--- config.mk ---
export PLATFORM = sky130hd
export DESIGN_NAME = instr_fetch_unit
export DESIGN_NICKNAME = d
export VERILOG_FILES = /design/src/rtl/cpu_pkg.sv /design/src/rtl/fetch_byte_assembler.sv /design/src/rtl/instr_fetch_unit.sv
export SDC_FILE = /design/constraint.sdc
export NUM_CORES = 1
export LEC_CHECK = 0
export ABC_CLOCK_PERIOD_IN_PS = 2800
export CAP_MARGIN = 30
export CORE_MARGIN = 2
export CORE_UTILIZATION = 49
export CTS_BUF_LIST = sky130_fd_sc_hd__clkbuf_8 sky130_fd_sc_hd__clkbuf_16
export DETAILED_ROUTE_END_ITERATION = 10
export HOLD_SLACK_MARGIN = 0.05
export PLACE_DENSITY = 0.8
export SYNTH_ARGS = -nofsm -noshare
export SYNTH_HDL_FRONTEND = slang
export SYNTH_HIERARCHICAL = 1
export SYNTH_SLANG_ARGS = --single-unit
--- constraint.sdc ---
create_clock -name CLK -period 2.8 [get_ports CLK]
set_clock_uncertainty 0.2 [all_clocks]
set_input_delay 0.28 -clock CLK [delete_from_list [all_inputs] [get_ports CLK]]
set_output_delay 0.28 -clock CLK [all_outputs]
set_load 0.01 [all_outputs]
--- src/rtl/cpu_pkg.sv ---
`default_nettype none
// ============================================================================
// Module  : cpu_pkg
// Brief   : Shared fetch-state encoding and default fetch geometry.
// Revision: 1.0
// ============================================================================
package cpu_pkg;

    localparam int DEF_ADDR_W      = 9;
    localparam int DEF_BYTE_W      = 8;
    localparam int DEF_INSTR_BYTES = 4;
    localparam int INSTR_W         = DEF_INSTR_BYTES * DEF_BYTE_W;

    typedef enum logic [1:0] {
        ST_IDLE  = 2'd0,
        ST_FETCH = 2'd1,
        ST_HOLD  = 2'd2
    } fetch_state_t;

endpackage
`default_nettype wire

--- src/rtl/fetch_byte_assembler.sv ---
`default_nettype none
// ============================================================================
// Module  : fetch_byte_assembler
// Brief   : Packs returned memory bytes little-endian into one instruction word.
// Revision: 1.0
// ============================================================================
module fetch_byte_assembler
    import cpu_pkg::*;
#(
    parameter int BYTE_W      = DEF_BYTE_W,
    parameter int INSTR_BYTES = DEF_INSTR_BYTES
)(
    input  logic                          clk,
    input  logic                          rst,
    input  logic                          i_clear,
    input  logic                          i_byte_valid,
    input  logic [BYTE_W-1:0]             i_byte,
    output logic [INSTR_BYTES*BYTE_W-1:0] o_word,
    output logic                          o_done
);

    localparam int c_CNT_W = $clog2(INSTR_BYTES + 1);

    logic [c_CNT_W-1:0]            r_cnt;
    logic [INSTR_BYTES*BYTE_W-1:0] r_word;
    logic                          w_last;

    assign w_last = (r_cnt == c_CNT_W'(INSTR_BYTES - 1));
    // A clear in the same cycle as a returning byte wins, so a stale byte never completes a word
    assign o_done = i_byte_valid && !i_clear && w_last;
    assign o_word = r_word;

    always_ff @(posedge clk or posedge rst) begin
        if (rst) begin
            r_cnt  <= '0;
            r_word <= '0;
        end else if (i_clear) begin
            r_cnt <= '0;
        end else if (i_byte_valid) begin
            for (int k = 0; k < INSTR_BYTES; k++) begin
                if (r_cnt == c_CNT_W'(k)) begin
                    r_word[k*BYTE_W +: BYTE_W] <= i_byte;
                end
            end
            r_cnt <= w_last ? '0 : r_cnt + c_CNT_W'(1);
        end
    end

endmodule
`default_nettype wire

--- src/rtl/instr_fetch_unit.sv ---
`default_nettype none
// ============================================================================
// Module  : instr_fetch_unit
// Brief   : PC owner and byte-serial instruction fetcher with valid/ready output.
// Revision: 1.0
// ============================================================================
module instr_fetch_unit
    import cpu_pkg::*;
#(
    parameter int                ADDR_W      = DEF_ADDR_W,
    parameter int                BYTE_W      = DEF_BYTE_W,
    parameter int                INSTR_BYTES = DEF_INSTR_BYTES,
    parameter logic [ADDR_W-1:0] RESET_PC    = '0
)(
    input  logic                          CLK,
    input  logic                          RESET,
    input  logic                          fetch_en,
    input  logic                          redirect_valid,
    input  logic [ADDR_W-1:0]             redirect_pc,
    output logic                          mem_rd_en,
    output logic [ADDR_W-1:0]             mem_addr,
    input  logic [BYTE_W-1:0]             mem_rdata,
    output logic                          instr_valid,
    input  logic                          instr_ready,
    output logic [INSTR_BYTES*BYTE_W-1:0] instr,
    output logic [ADDR_W-1:0]             instr_pc,
    output logic [ADDR_W-1:0]             pc
);

    localparam int c_CNT_W = $clog2(INSTR_BYTES + 1);

    fetch_state_t        r_state, w_nxt_state;
    logic [ADDR_W-1:0]   r_pc, w_nxt_pc;
    logic [c_CNT_W-1:0]  r_issue, w_nxt_issue;
    logic                r_rd_en, w_nxt_rd_en;
    logic [ADDR_W-1:0]   r_addr, w_nxt_addr;
    logic                r_valid, w_nxt_valid;
    logic [ADDR_W-1:0]   r_instr_pc, w_nxt_instr_pc;
    logic                r_pipe;
    logic                w_done;
    logic                w_hs;

    assign w_hs = r_valid && instr_ready;

    always_comb begin
        w_nxt_state    = r_state;
        w_nxt_pc       = r_pc;
        w_nxt_issue    = r_issue;
        w_nxt_rd_en    = 1'b0;
        w_nxt_addr     = r_addr;
        w_nxt_valid    = r_valid;
        w_nxt_instr_pc = r_instr_pc;

        if (redirect_valid) begin
            w_nxt_pc    = redirect_pc;
            w_nxt_issue = '0;
            w_nxt_valid = 1'b0;
            w_nxt_state = fetch_en ? ST_FETCH : ST_IDLE;
        end else begin
            case (r_state)
                ST_IDLE: begin
                    if (fetch_en) begin
                        w_nxt_state = ST_FETCH;
                        w_nxt_rd_en = 1'b1;
                        w_nxt_addr  = r_pc;
                        w_nxt_issue = c_CNT_W'(1);
                    end
                end
                ST_FETCH: begin
                    if (r_issue < c_CNT_W'(INSTR_BYTES)) begin
                        w_nxt_rd_en = 1'b1;
                        w_nxt_addr  = r_pc + ADDR_W'(r_issue);
                        w_nxt_issue = r_issue + c_CNT_W'(1);
                    end
                    if (w_done) begin
                        w_nxt_valid    = 1'b1;
                        w_nxt_instr_pc = r_pc;
                        w_nxt_pc       = r_pc + ADDR_W'(INSTR_BYTES);
                        w_nxt_issue    = '0;
                        w_nxt_state    = ST_HOLD;
                    end
                end
                ST_HOLD: begin
                    // Next fetch starts on the handshake edge so no idle cycle is lost
                    if (w_hs) begin
                        w_nxt_valid = 1'b0;
                        if (fetch_en) begin
                            w_nxt_state = ST_FETCH;
                            w_nxt_rd_en = 1'b1;
                            w_nxt_addr  = r_pc;
                            w_nxt_issue = c_CNT_W'(1);
                        end else begin
                            w_nxt_state = ST_IDLE;
                        end
                    end
                end
                default: begin
                    w_nxt_state = ST_IDLE;
                end
            endcase
        end
    end

    always_ff @(posedge CLK or posedge RESET) begin
        if (RESET) begin
            r_state    <= ST_IDLE;
            r_pc       <= RESET_PC;
            r_issue    <= '0;
            r_rd_en    <= 1'b0;
            r_addr     <= RESET_PC;
            r_valid    <= 1'b0;
            r_instr_pc <= '0;
            r_pipe     <= 1'b0;
        end else begin
            r_state    <= w_nxt_state;
            r_pc       <= w_nxt_pc;
            r_issue    <= w_nxt_issue;
            r_rd_en    <= w_nxt_rd_en;
            r_addr     <= w_nxt_addr;
            r_valid    <= w_nxt_valid;
            r_instr_pc <= w_nxt_instr_pc;
            r_pipe     <= r_rd_en && !redirect_valid;
        end
    end

    fetch_byte_assembler #(
        .BYTE_W      (BYTE_W),
        .INSTR_BYTES (INSTR_BYTES)
    ) u_asm (
        .clk          (CLK),
        .rst          (RESET),
        .i_clear      (redirect_valid),
        .i_byte_valid (r_pipe),
        .i_byte       (mem_rdata),
        .o_word       (instr),
        .o_done       (w_done)
    );

    assign mem_rd_en   = r_rd_en;
    assign mem_addr    = r_addr;
    assign instr_valid = r_valid;
    assign instr_pc    = r_instr_pc;
    assign pc          = r_pc;

endmodule
`default_nettype wire
After elaboration in Yosys (flattened, before gate mapping)
Cells that the tools add are included.

Bits in registers: 70. Output and inout port bits: 61. Input bits: 22. Word-level logic and storage cells: 84.

Magnitude comparators: 1. Reductions and logical operators: 23. Muxes and demuxes: 31. Bitwise gates (word level): 1. Add/subtract/negate cells: 4. Equality and inequality tests: 11.

Operators by type and width (number): $mux W9 (6); $pmux W9 S3 (1); $mux W3 (8); $reduce_and A3 Y1 (8); $add A9 B3 Y9 (1); $add A9 B3 Y9 const B (1); $pmux W3 S3 (1); $mux W1 (8); $mux W2 (4); $add A3 B1 Y3 const B (2); $eq A3 B2 Y1 const B (2); $ne A3 B3 Y1 const B (2); $pmux W2 S3 (1); $reduce_bool A2 Y1 (3); $reduce_bool A3 Y1 (2); $logic_and A1 B1 Y1 (4); $ne A2 B2 Y1 const B (2); $ne A4 B3 Y1 const B (1); $reduce_and A4 Y1 (1); $reduce_bool A4 Y1 (1); $eq A3 B1 Y1 const B (1); $logic_not A3 Y1 (1); $lt A3 B3 Y1 const B (1); $ne A3 B2 Y1 const B (1); 8 further kinds (8).

Longest topological paths before layout
Gate-level depths: netlist (run 1).

Word-level depth: 6. Depth in mapped cells: 9. Depth with buffers taken out: 7.

By module
The synthesis (run 1) kept the hierarchy.

By module, submodules not included: instr_fetch_unit (instances 1, sequential area each 875.8 um2, cells an instance 181, area each 1891.8 um2); fetch_byte_assembler (instances 1, sequential area each 875.8 um2, cells an instance 90, area each 1437.6 um2).

Least setup slack after synthesis (run 1)
No wires, ideal clock.

Kind: register -> register. Start point: reg u_asm.r_cnt[0]. End point: reg r_instr_pc[0], in the netlist instr_pc[0]. Stages on the path, launching flop included: 9. Period minus slack after synthesis: 2122 ps. Data required time: 2472 ps. Data arrival time: 1794 ps. Library setup time: 128 ps. Path buffers: 3. Setup slack: 678 ps. Cells stage by stage: dfrtp_1 -> ha_1 -> nor3b_1 -> buf_4 -> and2_1 -> buf_2 -> nand2b_1 -> buf_2 -> mux2_1.

Longest elaborated chain between the ends: 3.

RTL lines: start: declaration (line fetch_byte_assembler.sv:24) `logic [c_CNT_W-1:0] r_cnt;`; start signal: assignment (line fetch_byte_assembler.sv:45) `r_cnt <= w_last ? '0 : r_cnt + c_CNT_W'(1);`; $eq A3 B2 Y1 (line fetch_byte_assembler.sv:28) `assign w_last = (r_cnt == c_CNT_W'(INSTR_BYTES - 1));`; $logic_and A1 B1 Y1 (line fetch_byte_assembler.sv:30) `assign o_done = i_byte_valid && !i_clear && w_last;`; net w_done (line instr_fetch_unit.sv:40) `logic w_done;`; $reduce_and A3 Y1 (no source line); end signal: assignment (line instr_fetch_unit.sv:121) `r_instr_pc <= w_nxt_instr_pc;`; end: declaration (line instr_fetch_unit.sv:38) `logic [ADDR_W-1:0] r_instr_pc, w_nxt_instr_pc;`.

The timed path passes the listed nets, and every way through them passes these cells. A chain may end at the register's enable or synchronous reset.

Worst setup path after layout (run 1)
Start point: reg u_asm.r_cnt[0]. End point: reg r_issue[2].

Longest elaborated chain between the ends: 5. Elaborated cells between the ends (all ways): 7. Those cells by class: 2 x eq/ne; 3 x mux; 2 x reduce/logical.

RTL lines: $eq A3 B2 Y1 * (line fetch_byte_assembler.sv:28); $logic_and A1 B1 Y1 * (line fetch_byte_assembler.sv:30); net w_done (line instr_fetch_unit.sv:40); $mux W3 (line instr_fetch_unit.sv:75) `if (w_done) begin`; $pmux W3 S3 (line instr_fetch_unit.sv:60) `case (r_state)`; $mux W3 (line instr_fetch_unit.sv:54) `if (redirect_valid) begin`; end signal: assignment (line instr_fetch_unit.sv:117) `r_issue <= w_nxt_issue;`; end: declaration (line instr_fetch_unit.sv:34) `logic [c_CNT_W-1:0] r_issue, w_nxt_issue;`.

The timed path passes the listed nets; every way through them passes the cells marked *.

==> summary.txt, run 1 <==
status -> finished clean
total number of clock tree sinks -> 70
critical setup path kind -> reg -> reg
endpoints failing setup -> 0
utilization after layout -> 66.8%
number of vias per cell -> 5.27
worst IR drop on VDD -> 294 uV
Core Area -> 6680 um2
minimum setup slack in the final design -> 566 ps
post-synthesis share of cell area spent on xor and xnor gates -> 3.42%
endpoint kind of the worst setup timing path -> flip-flop
hold violation total from the final report -> 0
class of the most critical hold timing path -> in -> async
Clock Tree Buf Depth -> 2
share of power burned in registers -> 40.4%
longest individual stage delay on the worst path -> 410 ps
Worst Path Max Fanout -> 5
detailed-router iteration count before antenna repair -> 5
number of enable-type register cells in the synthesized netlist -> 0
post-route non-filler standard cell count -> 445
number of hold buffers added after cts -> 0
max_slew headroom -> 62.4%
global placement routability congestion -> 0.770
pre-CTS setup slack -> 481 ps
Min Hold Slack -> 172 ps
Synth Instances -> 271
ordered cell list for the critical path -> ha_1 > nor3b_2 > and3b_1 > nor4_4 > a21oi_1 > a211oi_1
stages on the worst setup path -> 6
root buf cell -> sky130_fd_sc_hd__clkbuf_8
Die ar. -> 7470 um2
minimum clock period -> 2230 ps
ant diodes -> 0
switching power -> 0.00103 W
IO buf count -> 82
post-DR wirelength/cell -> 15.5 um
GRT overflow -> 0
combinational fraction of design power -> 33.0%
largest net degree at the start of global routing -> 36
Most used DFF post-synth -> sky130_fd_sc_hd__dfrtp_1
H-tree depth reported by CTS -> 3
Rows -> 30
Top Family by Delay on Critical Path -> simple AND/OR/NAND/NOR gates
die width -> 86.4 um
area fraction in and, or, nand and nor cells after synthesis -> 11.8%
placed cell count -> 429
# DRC -> 0
sequential element share of the synthesized area -> 52.6%
slew at the pin closest to its max-slew limit -> 564 ps
# IOs -> 83
total count of max-transition violations in the final report -> 0
Worst-Skew Late Latency -> 350 ps
worst path bufs/invs -> 0
setup TNS -> 0 ps
quantity of gates resized following cts -> 0
Net Sw Frac -> 30.6%
number of different library cells in the post-synthesis netlist -> 39
number of antenna violations at the first check in global routing -> 0
fraction of registers with async set or reset after synthesis -> 100%
critical path required time -> 2860 ps
max_cap viols -> 0
floorplan die height -> 86.4 um
start point of the critical path -> u_asm/r_cnt[0]$_DFFE_PP0P_
Area growth syn-to-layout -> 34.1%
Period Utilization, post-route -> 79.8%
clock tree from TritonCTS -> built
crit path max-delay cell type -> sky130_fd_sc_hd__dfrtp_1
nets -> 398
setup repair after global routing missed its margin -> no
leakage power -> 2.00 nW
overall via count from detail_route -> 2343
proportion of layout cells with a drive suffix above 1 -> 17.8%
number of global-route vias before repair -> 2318
Filler Cells Inserted -> 493
post-CTS setup buffer count -> 0
first-pass GRT wire length -> 11600 um
HPWL after detailed placement -> 5020 um
number of CTS-inserted buffers -> 9
clock input transition at the sequential cells of the worst setup and hold paths -> 70 ps
Post-Syn Area -> 3330 um2
final antenna-violating net count -> 0
Yosys reg bits -> 70
r2r startpoint -> u_asm/r_cnt[0]$_DFFE_PP0P_
Final Routed Wirelength -> 6890 um
Total Routing Usage GR -> 19.9%
average cell area after synthesis -> 12.3 um2
signal arrival time at the worst endpoint -> 2290 ps
proportion of power drawn by the clock network -> 26.6%
Iteration-0 DRC Markers -> 105
internal power -> 0.00235 W
share of synthesized area spent on multiplexers -> 15.7%
highest achievable clock rate -> 448 MHz
Critical Path Source Type -> flip-flop
starting density of the core -> 49.8%
net count after synthesis -> 309
reg2reg path depth -> 6
adder-cell share of the synthesized area -> 6.24%
areal power density over the cells -> 757 nW/um2
compound-cell area share of the yosys netlist -> 7.22%
main combinational cell family by area after synthesis -> multiplexers
warnings from Yosys -> 6
-- flip-flops by register name (all words and copies together), names as in the netlist --
name	count
instr_pc	9
instr_valid	1
mem_addr	9
mem_rd_en	1
pc	9
r_issue	3
r_pipe	1
r_state	2
u_asm/o_word	32
u_asm/r_cnt	3
-- power groups by stage --
stage / clock [W] / sequential (W) / combinational (W)
floorplan: 0 / 0.00145 / 0.000524
global placement: 0 / 0.00138 / 0.00110
detailed placement: 0 / 0.00139 / 0.00112
CTS: 0.000914 / 0.00137 / 0.00112
global route: 0.000961 / 0.00140 / 0.00122
finish: 0.000898 / 0.00137 / 0.00112
-- synth_stat cells (3+ instances only) --
| cell type | number | area (um2) |
|---|---|---|
| sky130_fd_sc_hd__mux2_1 | 8 | 90.1 |
| sky130_fd_sc_hd__xor2_1 | 7 | 61.3 |
| sky130_fd_sc_hd__mux2i_1 | 5 | 50.1 |
| sky130_fd_sc_hd__dfrtp_1 | 70 | 1750 |
| sky130_fd_sc_hd__mux2_2 | 34 | 383 |
| sky130_fd_sc_hd__xnor2_1 | 6 | 52.6 |
| sky130_fd_sc_hd__o21ai_1 | 18 | 90.1 |
| sky130_fd_sc_hd__nand3_1 | 3 | 15.0 |
| sky130_fd_sc_hd__a21oi_1 | 6 | 30.0 |
| sky130_fd_sc_hd__nor3b_4 | 3 | 56.3 |
| sky130_fd_sc_hd__buf_2 | 5 | 25.0 |
| sky130_fd_sc_hd__ha_1 | 15 | 188 |
| sky130_fd_sc_hd__and3_1 | 3 | 18.8 |
| sky130_fd_sc_hd__clkbuf_1 | 3 | 11.3 |
| sky130_fd_sc_hd__nor2b_1 | 4 | 25.0 |
| sky130_fd_sc_hd__nand2_1 | 23 | 86.3 |
| sky130_fd_sc_hd__o21ai_0 | 4 | 20.0 |
| sky130_fd_sc_hd__nand2b_1 | 8 | 50.1 |
| sky130_fd_sc_hd__nor2_1 | 8 | 30.0 |
| sky130_fd_sc_hd__inv_1 | 10 | 37.5 |
| sky130_fd_sc_hd__a211oi_1 | 5 | 37.5 |
-- layout make-up --
cell class / instances / area, um2 / area share, %
clock buffers: 9 / 124 / 2.77
clock inverters: 7 / 96.3 / 2.16
inverters: 10 / 37.5 / 0.841
multi-input cells: 180 / 1480 / 33.2
flip-flops and latches: 70 / 1750 / 39.2
well taps: 80 / 100 / 2.24
repair buffers: 89 / 873 / 19.6
-- final timing paths --
check / endpoint / slack, ps
max in group asynchronous: mem_addr[5]$_DFFE_PP0P_ / 1900
min in group CLK: pc[5]$_DFFE_PP0N_ / 280
worst max register to register: r_issue[2]$_DFFE_PP0P_ / 570
worst min-delay path: u_asm/o_word[7]$_DFFE_PP0P_ / 170
worst min register to register: mem_addr[8]$_DFFE_PP0P_ / 280
worst max-delay path: r_issue[2]$_DFFE_PP0P_ / 570
-- worst min-delay path, stage by stage --
cell and delay, ps:
sky130_fd_sc_hd__clkdlybuf4s50_1 430, sky130_fd_sc_hd__inv_1 60, sky130_fd_sc_hd__buf_4 380
-- per-layer routing --
layer	share of wire (%)	vias up	GRT usage, %
met5	0	-	0
met4	1.9	0	7.67
met3	6.4	14	6.10
met2	45	88	29.0
met1	47	1122	28.1
li1	-	1119	-
-- metrics by stage --
step / area [um2] / total power [W]
3_3_place_gp: 4250 / 0.00248
4_1_cts: 4470 / 0.00341
2_1_floorplan: 3330 / 0.00197
6_report: 4470 / 0.00338
5_1_grt: 4470 / 0.00358
3_5_place_dp: 4250 / 0.00251
-- cells by family after synthesis --
group	Yosys count
AND/OR/NAND/NOR	65
adder cells (fa/ha/maj)	16
AO/OA/AOI/OAI	39
XOR/XNOR	13
buffers and inverters	21
multiplexers	47
flip-flops	70
-- placed cells by master (no fill, tap or decap), drive strengths merged, types with 8 or more instances in the layout --
master / synthesis / routed
clkdlybuf4s50: 0 / 82
dfrtp: 70 / 70
mux2: 42 / 42
nand2: 23 / 23
o21ai: 23 / 23
ha: 15 / 15
inv: 10 / 11
clkbuf: 3 / 9
nand2b: 9 / 9
nor2: 8 / 8
Note: power is estimated with default switching activity, not from simulation.
==> run 2: changes to the inputs <==
--- a/config.mk
+++ b/config.mk
@@ -5,7 +5,7 @@
 export SDC_FILE = /design/constraint.sdc
 export NUM_CORES = 1
 export LEC_CHECK = 0
-export ABC_CLOCK_PERIOD_IN_PS = 2800
+export ABC_CLOCK_PERIOD_IN_PS = 2300
 export CAP_MARGIN = 30
 export CORE_MARGIN = 2
 export CORE_UTILIZATION = 49
==> constraint.sdc (replaced) <==
create_clock -name CLK -period 2.3 [get_ports CLK]
set_clock_uncertainty 0.2 [all_clocks]
set_input_delay 0.23 -clock CLK [delete_from_list [all_inputs] [get_ports CLK]]
set_output_delay 0.23 -clock CLK [all_outputs]
set_load 0.01 [all_outputs]
==> summary.txt, run 2 (synthesis gave the netlist of run 1 again) <==
status -> finished clean
longest individual stage delay on the worst path -> 640 ps
areal power density over the cells -> 918 nW/um2
share of power burned in registers -> 40.1%
ordered cell list for the critical path -> inv_1 > ha_1 > nand2b_1 > a2111o_2 > nand2_1 > o21ai_2
clock input transition at the sequential cells of the worst setup and hold paths -> 70 ps
crit path max-delay cell type -> sky130_fd_sc_hd__a2111o_2
Rows -> 30
endpoint kind of the worst setup timing path -> flip-flop
# DRC -> 0
Total Routing Usage GR -> 20.3%
Worst Path Max Fanout -> 18
stages on the worst setup path -> 6
total count of max-transition violations in the final report -> 0
starting density of the core -> 49.8%
start point of the critical path -> r_state[1]$_DFFE_PP0P_
overall power consumption -> 0.00418 W
Net Sw Frac -> 29.9%
capture instance of the worst register-to-register path -> mem_addr[8]$_DFFE_PP0P_
Critical Path Source Type -> flip-flop
proportion of power drawn by the clock network -> 26.9%
overall via count from detail_route -> 2373
Top Family by Delay on Critical Path -> compound AO/OA/AOI/OAI gates
die width -> 86.4 um
number of CTS-inserted buffers -> 9
reg2reg path depth -> 6
combinational fraction of design power -> 33.1%
Area growth syn-to-layout -> 36.9%
pre-CTS setup slack -> 108 ps
leakage power -> 2.05 nW
floorplan die height -> 86.4 um
highest achievable clock rate -> 464 MHz
number of vias per cell -> 5.22
IO buf count -> 82
critical setup path kind -> reg -> reg
Die ar. -> 7470 um2
critical path required time -> 2320 ps
Final Routed Wirelength -> 7120 um
max_cap viols -> 0
largest net degree at the start of global routing -> 36
hold path startpoint -> redirect_pc[2]
class of the most critical hold timing path -> in -> reg
number of antenna violations at the first check in global routing -> 0
number of global-route vias before repair -> 2374
max_slew headroom -> 69.7%
signal arrival time at the worst endpoint -> 2180 ps
commonest non-fill, non-tap cells in the layout -> sky130_fd_sc_hd__clkdlybuf4s50_1 (82), sky130_fd_sc_hd__dfrtp_1 (70), sky130_fd_sc_hd__mux2_2 (34)
most common library cell in the layout ignoring fill and taps -> sky130_fd_sc_hd__clkdlybuf4s50_1
worst IR drop on VDD -> 480 uV
internal power -> 0.00293 W
hold violation total from the final report -> 0
slew at the pin closest to its max-slew limit -> 454 ps
global placement routability congestion -> 0.778
flip-flop count of the largest register after layout -> 32
GRT overflow -> 0
r2r startpoint -> r_state[1]$_DFFE_PP0P_
Core Area -> 6680 um2
post-DR wirelength/cell -> 15.6 um
reg-to-reg setup timing slack -> 150 ps
minimum setup slack in the final design -> 145 ps
HPWL after detailed placement -> 5140 um
ant diodes -> 0
hold path cells -> 3
Clock Tree Buf Depth -> 2
nets -> 408
Worst-Skew Late Latency -> 340 ps
clock tree from TritonCTS -> built
minimum clock period -> 2150 ps
first-pass GRT wire length -> 11600 um
root buf cell -> sky130_fd_sc_hd__clkbuf_8
switching power -> 0.00125 W
post-CTS setup buffer count -> 0
critical path endpoint -> mem_addr[8]$_DFFE_PP0P_
# IOs -> 83
total number of clock tree sinks -> 70
Iteration-0 DRC Markers -> 94
Period Utilization, post-route -> 93.7%
detailed-router iteration count before antenna repair -> 4
final antenna-violating net count -> 0
H-tree depth reported by CTS -> 3
worst path bufs/invs -> 1
endpoints failing setup -> 0
proportion of layout cells with a drive suffix above 1 -> 20.0%
[run 2: cell type report]
type / instances / area, um2
Clock buffer: 11 / 151
Multi-Input combinational cell: 180 / 1480
Tap cell: 80 / 100
Fill cell: 494 / 2120
Inverter: 10 / 37.5
Sequential cell: 70 / 1750
Clock inverter: 5 / 81.3
Timing Repair Buffer: 99 / 951
[run 2: how the worst min path moves through the flow]
stage	to	slack (ps)
global route	pc[2]$_DFFE_PP0N_	240
floorplan	pc[1]$_DFFE_PP0P_	150
global placement	u_asm/o_word[15]$_DFFE_PP0P_	270
CTS	pc[2]$_DFFE_PP0N_	210
finish	pc[2]$_DFFE_PP0N_	230
detailed placement	u_asm/o_word[30]$_DFFE_PP0P_	270
[run 2: power groups by stage]
stage / Sequential, W / Clock (W) / Combinational, W
floorplan: 0.00177 / 0 / 0.000637
global placement: 0.00168 / 0 / 0.00135
detailed placement: 0.00170 / 0 / 0.00138
CTS: 0.00168 / 0.00116 / 0.00139
global route: 0.00171 / 0.00120 / 0.00151
finish: 0.00168 / 0.00112 / 0.00138
[run 2: stage by stage]
stage | util (%) | hold slack (ps) | std cells | area, um2 | TNS (ps)
after floorplan | - | 151 | 271 | 3330 | 0
after global placement | 64.6 | 270 | 438 | 4310 | 0
after detailed placement | 64.6 | 270 | 438 | 4310 | 0
after CTS | 68.2 | 208 | 455 | 4560 | 0
after global routing | 68.2 | 244 | 455 | 4560 | -29.7
final | 68.2 | 226 | 455 | 4560 | 0
[run 2: what timing repair did]
item	CTS	global route
hold buffers	1	0
gates resized for setup	0	1
hold endpoints to repair	4	0
setup endpoints to repair	0	9
[run 2: routing by layer]
metal | track usage [%] | wire [um] | vias up
met5 | 0 | 0 | -
met4 | 9.38 | 129 | 0
met3 | 4.19 | 340 | 11
met2 | 31.9 | 3450 | 66
met1 | 27.1 | 3200 | 1156
li1 | - | - | 1140
[run 2: worst min-delay path: stages]
cell and delay, ps:
sky130_fd_sc_hd__clkdlybuf4s50_1 390, sky130_fd_sc_hd__nand2_1 60, sky130_fd_sc_hd__o21ai_1 50
